File: config.mk
export PLATFORM = sky130hd
export DESIGN_NAME = diff_pic_mask_flat
export DESIGN_NICKNAME = d
export VERILOG_FILES = /design/src/rtl/isp_pkg.sv /design/src/rtl/diff_pic_mask_if.sv /design/src/rtl/abs_diff_reg.sv /design/src/rtl/diff_pic_mask.sv /design/src/flat_wrapper.sv
export SDC_FILE = /design/constraint.sdc
export NUM_CORES = 1
export LEC_CHECK = 0
export ABC_AREA = 1
export BUFFER_PORTS_ARGS = -buffer_cell sky130_fd_sc_hd__buf_2
export CORE_UTILIZATION = 62
export DETAILED_ROUTE_END_ITERATION = 6
export GPL_ROUTABILITY_DRIVEN = 0
export MAX_ROUTING_LAYER = met4
export PLACE_DENSITY = 0.87
export SYNTH_ARGS = -nofsm -noshare
export SYNTH_HDL_FRONTEND = slang
export SYNTH_HIERARCHICAL = 1
export SYNTH_SLANG_ARGS = --single-unit
File: constraint.sdc
create_clock -name sys_clk -period 2.7 [get_ports sys_clk]
set_clock_uncertainty 0.1 [all_clocks]
set_input_delay 0.54 -clock sys_clk [delete_from_list [all_inputs] [get_ports sys_clk]]
set_output_delay 0.54 -clock sys_clk [all_outputs]
set_load 0.03 [all_outputs]
File: src/rtl/isp_pkg.sv
// Shared ISP definitions: default pixel width, output mode encoding and sync helper.
package isp_pkg;

  localparam int unsigned ISP_DW = 8;

  localparam logic MODE_MASK = 1'b0;
  localparam logic MODE_DIFF = 1'b1;

  typedef enum logic {
    PIX_MASK = MODE_MASK,
    PIX_DIFF = MODE_DIFF
  } pix_mode_e;

  function automatic logic sync_active(input logic sync, input logic pol);
    return (sync == pol);
  endfunction

endpackage

File: src/rtl/diff_pic_mask_if.sv
// Video in/out bundle of the frame-difference stage; master drives pixels, slave is the DUT.
interface diff_pic_mask_if #(
  parameter int unsigned DW    = isp_pkg::ISP_DW,
  parameter int unsigned CNT_W = 22
);
  logic             hsync_i;
  logic             vsync_i;
  logic             de_i;
  logic [DW-1:0]    new_pic;
  logic [DW-1:0]    last_pic;
  logic [DW-1:0]    diff_thr;
  logic [CNT_W-1:0] area_thr;
  logic             mode_i;

  logic             hsync_o;
  logic             vsync_o;
  logic             de_o;
  logic [DW-1:0]    diff_data;
  logic [CNT_W-1:0] motion_cnt_o;
  logic             cnt_valid_o;
  logic             motion_flag_o;

  modport master (
    output hsync_i, vsync_i, de_i, new_pic, last_pic, diff_thr, area_thr, mode_i,
    input  hsync_o, vsync_o, de_o, diff_data, motion_cnt_o, cnt_valid_o, motion_flag_o
  );

  modport slave (
    input  hsync_i, vsync_i, de_i, new_pic, last_pic, diff_thr, area_thr, mode_i,
    output hsync_o, vsync_o, de_o, diff_data, motion_cnt_o, cnt_valid_o, motion_flag_o
  );

endinterface

File: src/rtl/abs_diff_reg.sv
// Registered absolute difference |a - b| of two unsigned DW-bit pixels.
module abs_diff_reg #(
  parameter int unsigned DW = isp_pkg::ISP_DW
) (
  input  logic          sys_clk,
  input  logic          sys_rst_n,
  input  logic [DW-1:0] a,
  input  logic [DW-1:0] b,
  output logic [DW-1:0] ad
);

  always_ff @(posedge sys_clk or negedge sys_rst_n) begin
    if (!sys_rst_n) begin
      ad <= '0;
    end else if (a >= b) begin
      ad <= a - b;
    end else begin
      ad <= b - a;
    end
  end

endmodule

File: src/rtl/diff_pic_mask.sv
// Frame-difference stage: 2-cycle |diff| mask/threshold pipe plus per-frame changed-pixel count.
module diff_pic_mask
  import isp_pkg::*;
#(
  parameter int unsigned DW     = ISP_DW,
  parameter int unsigned CNT_W  = 22,
  parameter bit          VS_POL = 1'b1
) (
  input  logic            sys_clk,
  input  logic            sys_rst_n,
  diff_pic_mask_if.slave  pic
);

  localparam logic [CNT_W-1:0] CNT_MAX = '1;

  logic [DW-1:0]    ad_s1;
  logic             hs_s1;
  logic             vs_s1;
  logic             de_s1;
  logic [DW-1:0]    thr_q;
  pix_mode_e        mode_q;
  logic             frame_seen;
  logic [CNT_W-1:0] acc;

  logic             in_start;
  logic             frame_start;
  logic             chg;
  logic [DW-1:0]    pix_d;
  logic [CNT_W-1:0] acc_next;

  abs_diff_reg #(.DW(DW)) u_abs_diff (
    .sys_clk   (sys_clk),
    .sys_rst_n (sys_rst_n),
    .a         (pic.new_pic),
    .b         (pic.last_pic),
    .ad        (ad_s1)
  );

  // vs_s1 is vsync_i one cycle late, so it doubles as the input-side edge reference;
  // vsync_o plays the same role for the stage-2 frame boundary.
  assign in_start    = sync_active(pic.vsync_i, VS_POL) & ~sync_active(vs_s1, VS_POL);
  assign frame_start = sync_active(vs_s1, VS_POL) & ~sync_active(pic.vsync_o, VS_POL);
  assign chg         = de_s1 & (ad_s1 >= thr_q);

  always_comb begin
    pix_d = '0;
    if (chg) begin
      pix_d = (mode_q == PIX_DIFF) ? ad_s1 : '0;
    end else if (de_s1 && (mode_q == PIX_MASK)) begin
      pix_d = '1;
    end
  end

  always_comb begin
    acc_next = acc;
    if (chg && (acc != CNT_MAX)) begin
      acc_next = acc + CNT_W'(1);
    end
  end

  always_ff @(posedge sys_clk or negedge sys_rst_n) begin
    if (!sys_rst_n) begin
      hs_s1  <= 1'b0;
      vs_s1  <= 1'b0;
      de_s1  <= 1'b0;
      thr_q  <= '0;
      mode_q <= PIX_MASK;
    end else begin
      hs_s1 <= pic.hsync_i;
      vs_s1 <= pic.vsync_i;
      de_s1 <= pic.de_i;
      if (in_start) begin
        thr_q  <= pic.diff_thr;
        mode_q <= pix_mode_e'(pic.mode_i);
      end
    end
  end

  always_ff @(posedge sys_clk or negedge sys_rst_n) begin
    if (!sys_rst_n) begin
      pic.hsync_o   <= 1'b0;
      pic.vsync_o   <= 1'b0;
      pic.de_o      <= 1'b0;
      pic.diff_data <= '0;
    end else begin
      pic.hsync_o   <= hs_s1;
      pic.vsync_o   <= vs_s1;
      pic.de_o      <= de_s1;
      pic.diff_data <= pix_d;
    end
  end

  // A pixel changed on the boundary cycle already belongs to the new frame.
  always_ff @(posedge sys_clk or negedge sys_rst_n) begin
    if (!sys_rst_n) begin
      acc               <= '0;
      frame_seen        <= 1'b0;
      pic.motion_cnt_o  <= '0;
      pic.motion_flag_o <= 1'b0;
      pic.cnt_valid_o   <= 1'b0;
    end else begin
      pic.cnt_valid_o <= 1'b0;
      if (frame_start) begin
        if (frame_seen) begin
          pic.motion_cnt_o  <= acc;
          pic.motion_flag_o <= (acc >= pic.area_thr);
          pic.cnt_valid_o   <= 1'b1;
        end
        acc        <= CNT_W'(chg);
        frame_seen <= 1'b1;
      end else begin
        acc <= acc_next;
      end
    end
  end

endmodule

File: src/flat_wrapper.sv
// flat-port wrapper written by rule: the top's interface ports become plain ports
module diff_pic_mask_flat import isp_pkg::*;
#(
  parameter int unsigned DW     = ISP_DW,
  parameter int unsigned CNT_W  = 22,
  parameter bit          VS_POL = 1'b1
)
  (sys_clk, sys_rst_n, pic_hsync_i, pic_vsync_i, pic_de_i, pic_new_pic, pic_last_pic, pic_diff_thr, pic_area_thr, pic_mode_i, pic_hsync_o, pic_vsync_o, pic_de_o, pic_diff_data, pic_motion_cnt_o, pic_cnt_valid_o, pic_motion_flag_o);
  diff_pic_mask_if #(.DW(DW), .CNT_W(CNT_W)) pic_i ();
  input  logic sys_clk;
  input  logic sys_rst_n;
  input wire logic [$bits(pic_i.hsync_i)-1:0] pic_hsync_i;
  input wire logic [$bits(pic_i.vsync_i)-1:0] pic_vsync_i;
  input wire logic [$bits(pic_i.de_i)-1:0] pic_de_i;
  input wire logic [$bits(pic_i.new_pic)-1:0] pic_new_pic;
  input wire logic [$bits(pic_i.last_pic)-1:0] pic_last_pic;
  input wire logic [$bits(pic_i.diff_thr)-1:0] pic_diff_thr;
  input wire logic [$bits(pic_i.area_thr)-1:0] pic_area_thr;
  input wire logic [$bits(pic_i.mode_i)-1:0] pic_mode_i;
  output wire logic [$bits(pic_i.hsync_o)-1:0] pic_hsync_o;
  output wire logic [$bits(pic_i.vsync_o)-1:0] pic_vsync_o;
  output wire logic [$bits(pic_i.de_o)-1:0] pic_de_o;
  output wire logic [$bits(pic_i.diff_data)-1:0] pic_diff_data;
  output wire logic [$bits(pic_i.motion_cnt_o)-1:0] pic_motion_cnt_o;
  output wire logic [$bits(pic_i.cnt_valid_o)-1:0] pic_cnt_valid_o;
  output wire logic [$bits(pic_i.motion_flag_o)-1:0] pic_motion_flag_o;
  assign pic_i.hsync_i = pic_hsync_i;
  assign pic_i.vsync_i = pic_vsync_i;
  assign pic_i.de_i = pic_de_i;
  assign pic_i.new_pic = pic_new_pic;
  assign pic_i.last_pic = pic_last_pic;
  assign pic_i.diff_thr = pic_diff_thr;
  assign pic_i.area_thr = pic_area_thr;
  assign pic_i.mode_i = pic_mode_i;
  assign pic_hsync_o = pic_i.hsync_o;
  assign pic_vsync_o = pic_i.vsync_o;
  assign pic_de_o = pic_i.de_o;
  assign pic_diff_data = pic_i.diff_data;
  assign pic_motion_cnt_o = pic_i.motion_cnt_o;
  assign pic_cnt_valid_o = pic_i.cnt_valid_o;
  assign pic_motion_flag_o = pic_i.motion_flag_o;
  diff_pic_mask #(.DW(DW), .CNT_W(CNT_W), .VS_POL(VS_POL)) u_core (.sys_clk(sys_clk), .sys_rst_n(sys_rst_n), .pic(pic_i));
endmodule
==> results.md <==
- Startpoint types: flip-flop
- M1 GR Usage: about two fifths
- Total power: about 3.2 mW
- Residual DRC: 0
- Switching pwr: 1.07 mW
- Core ar.: about 7900 um^2
- Root buf cell: clkbuf_8
- Final global-route overflow total: 0
- Nets@finish: between 800 and 900
- N_diodes: 0
- Die height: approximately 93 um
- Worst hold path type: in -> reg
- Worst skew pair latency: 0.35 ns
- Combinational share of power: about a quarter
- Dpl cells: 879
- HPWL after DPL: roughly 9 mm
- Count of boundary I/O pins: just under 90
- Fin. Hold Viols: 0
- Worst EP arrival: between 2 and 2.5 ns
- PortBufs: 86
- Setup violations, final: 0
- GR peak layer: met2
- Register share of total power: ~43%
- Cell-internal power: about 2.2 mW
- Most frequent cells in the layout: nand2_1 (222), inv_1 (103), buf_2 (85), dfrtp_1 (78), nor2_1 (72)
- Setup Buffers After CTS: 0
- Proportion of layout cells with a drive suffix above 1: between 15 and 20%
- Total CTS buffers: 9
- Vias: 4,875
- WL/cell: roughly 14 um
- Clk sinks: slightly below 80
- Final TNS setup: 0 ns
- Iter 0 DRT Violations: ~340
- CP Capture Type: flip-flop
- Post-synth EDFFs: 0
- # fillers: roughly 600
- Max-Cap Viols: 0
- Post_cts resized: 0
- GR met2 Demand/Resource: approximately half
- Most common cell after layout, fill and taps aside: nand2_1
- Largest stage delay, worst path: 0.46 ns
- Vias in the first global route: between 4,000 and 5,000
- CTS HTree Levels: 3
- Crit-path max FO: 23
- WL final: ~12 mm
- Die area: between 8000 and 9000 um^2
- Area Overhead vs Synth: 13.8%
- Hold_ws: roughly 0.2 ns
- Worst-margin pin slew: around 0.95 ns
- Vias/cell: between 5 and 6
- Synthesized flop and latch total: 78
- Post-route non-filler standard cell count: between 800 and 900
- GRT Total Usage: 31.5%
- Crit path time final: around 2.3 ns
- CP max-delay cell: dfrtp_1
- Synthesized area per cell: 7.34 um^2
- CTS Hold Bufs: 0
- Clock buffer depth: 2
- Syn nets: a little over 800
- Row count: 32
- Power Density: between 500 and 600 nW/um^2
- Slew headroom: ~37%
- Worst Path Required: between 2 and 3 ns
- Fmax: between 0.4 and 0.5 GHz
- Antenna-violating nets left: 0
- Largest net degree at the start of global routing: between 70 and 80
- Core Util, Final: about three quarters
- Crit Path Class: reg -> reg
- Share of flip-flops with an asynchronous set or reset: 100%
- Synth Warn #: 6
- Worst vdd ir: about 0.26 mV
- Drt first pass iters: 5
- Sw Share: roughly a third
- First-pass GRT wire length: just over 20 mm
- Slew Viols, Final: 0
- Initial core utilization: 65.7%
- Reg clk slew, reported paths: roughly 0.08 ns
- Tcrit/Tclk final: a little over four fifths
- Reg2reg setup slack: 0.43 ns
- Outcome: completed
- Clock network power share: 32.4%
- Main synth FF type: dfrtp_1
- Post-synthesis cell area: approximately 5200 um^2
- Synth Instances: slightly above 700
- Initial antenna violation count: 0
- Post-synthesis sequential area ratio: roughly 38%
- Met3 Use GR: under 10%
- RSZ-0062 raised after global routing: no
- Cell chain of the critical path: ha_1, nand2_2, nor2_4, nand2_4, nor2_4, nand3_2, nand3_4, nand2_4, nand2_1, nand2_1
- Synth unique cells: ~40
- CTS tree: yes
- Width of the die: ~93 um
- Cell leakage power: about 3.4 nW
==> final cells by class <==
type	instances	area [um^2]	share of cell area [%]
clock buffer	9	124	2.10
clock inverter	7	120	2.04
inverter	105	394	6.69
multi-input combinational	505	2720	46.1
sequential	78	1950	33.1
tap	102	128	2.17
timing repair buffer	89	455	7.73
==> stage by stage <==
stage,worst slack (ns),instance area [um^2]
floorplan,0.800,5180
global placement,0.621,5650
detailed placement,0.518,5650
CTS,0.447,5890
global route,0.261,5890
finish,0.427,5890
==> registers in the layout, summed over array words and instances (netlist names) <==
signal / flops
u_core/pic.motion_flag_o: 1
u_core/pic.de_o: 1
u_core/de_s1: 1
u_core/acc: 22
u_core/thr_q: 8
u_core/u_abs_diff/ad: 8
u_core/pic.motion_cnt_o: 22
u_core/pic.hsync_o: 1
u_core/frame_seen: 1
u_core/pic.vsync_o: 1
u_core/mode_q: 1
u_core/vs_s1: 1
u_core/hs_s1: 1
u_core/pic.diff_data: 8
u_core/pic.cnt_valid_o: 1
==> Yosys cell counts (4+ instances only) <==
cell	instances	area share [%]
buf_6	5	1.1
nor2_4	4	0.87
nand2_1	222	16
nor2_1	72	5.2
o21ai_1	4	0.39
nand4_1	10	1.2
inv_1	103	7.5
xor2_1	9	1.5
a21oi_1	24	2.3
ha_1	46	11
dfrtp_1	78	38
clkbuf_1	9	0.65
xnor2_1	4	0.68
o21ai_0	17	1.6
nand3_1	58	5.6
nor3_1	8	0.77
==> layer usage <==
metal  wire length [um]  share of wire [%]
met1               5190                 43
met2               5730                 47
met3                968                7.9
met4                304                2.5
met5                  0                  0
==> critical path, delay by kind of cell (launching register included) <==
| family | cells | cell delay (ns) |
|---|---|---|
| adders and majority gates | 1 | 0.27 |
| and+or+nand+nor | 9 | 1.32 |
| DFF | 1 | 0.46 |
==> logic make-up (layout without fill, tap and decap cells) <==
family / after synthesis / count (layout) / share of synthesized area [%]
compound gates: 53 / 53 / 5.68
buf+inv: 123 / 210 / 9.81
xor+xnor: 13 / 13 / 2.20
mux: 2 / 2 / 0.435
flops: 78 / 78 / 37.7
fa+ha+maj: 48 / 48 / 11.9
simple gates: 389 / 389 / 32.3
==> power groups by stage <==
| stage | clock network, mW | registers, mW | logic (mW) |
|---|---|---|---|
| 6_report | 1.05 | 1.39 | 0.809 |
| 5_1_grt | 1.12 | 1.40 | 0.912 |
| 4_1_cts | 1.07 | 1.38 | 0.806 |
| 3_5_place_dp | 0 | 1.41 | 0.797 |
| 3_3_place_gp | 0 | 1.40 | 0.757 |
| 2_1_floorplan | 0 | 1.47 | 0.498 |
==> path summary, 6_finish.rpt <==
| path | start | end | depth (start not counted) |
|---|---|---|---|
| max | u_core/acc[1] | u_core/acc[11] | 10 |
| min | pic_hsync_i | u_core/hs_s1 | 1 |
| max reg2reg | u_core/acc[1] | u_core/acc[11] | 10 |
| min reg2reg | u_core/hs_s1 | u_core/pic.hsync_o | 0 |
| max in group asynchronous | sys_rst_n | u_core/u_abs_diff/ad[3] | 1 |
| min in group asynchronous | sys_rst_n | u_core/pic.motion_cnt_o[9] | 1 |
No activity file was read; power rests on OpenSTA's default activity.
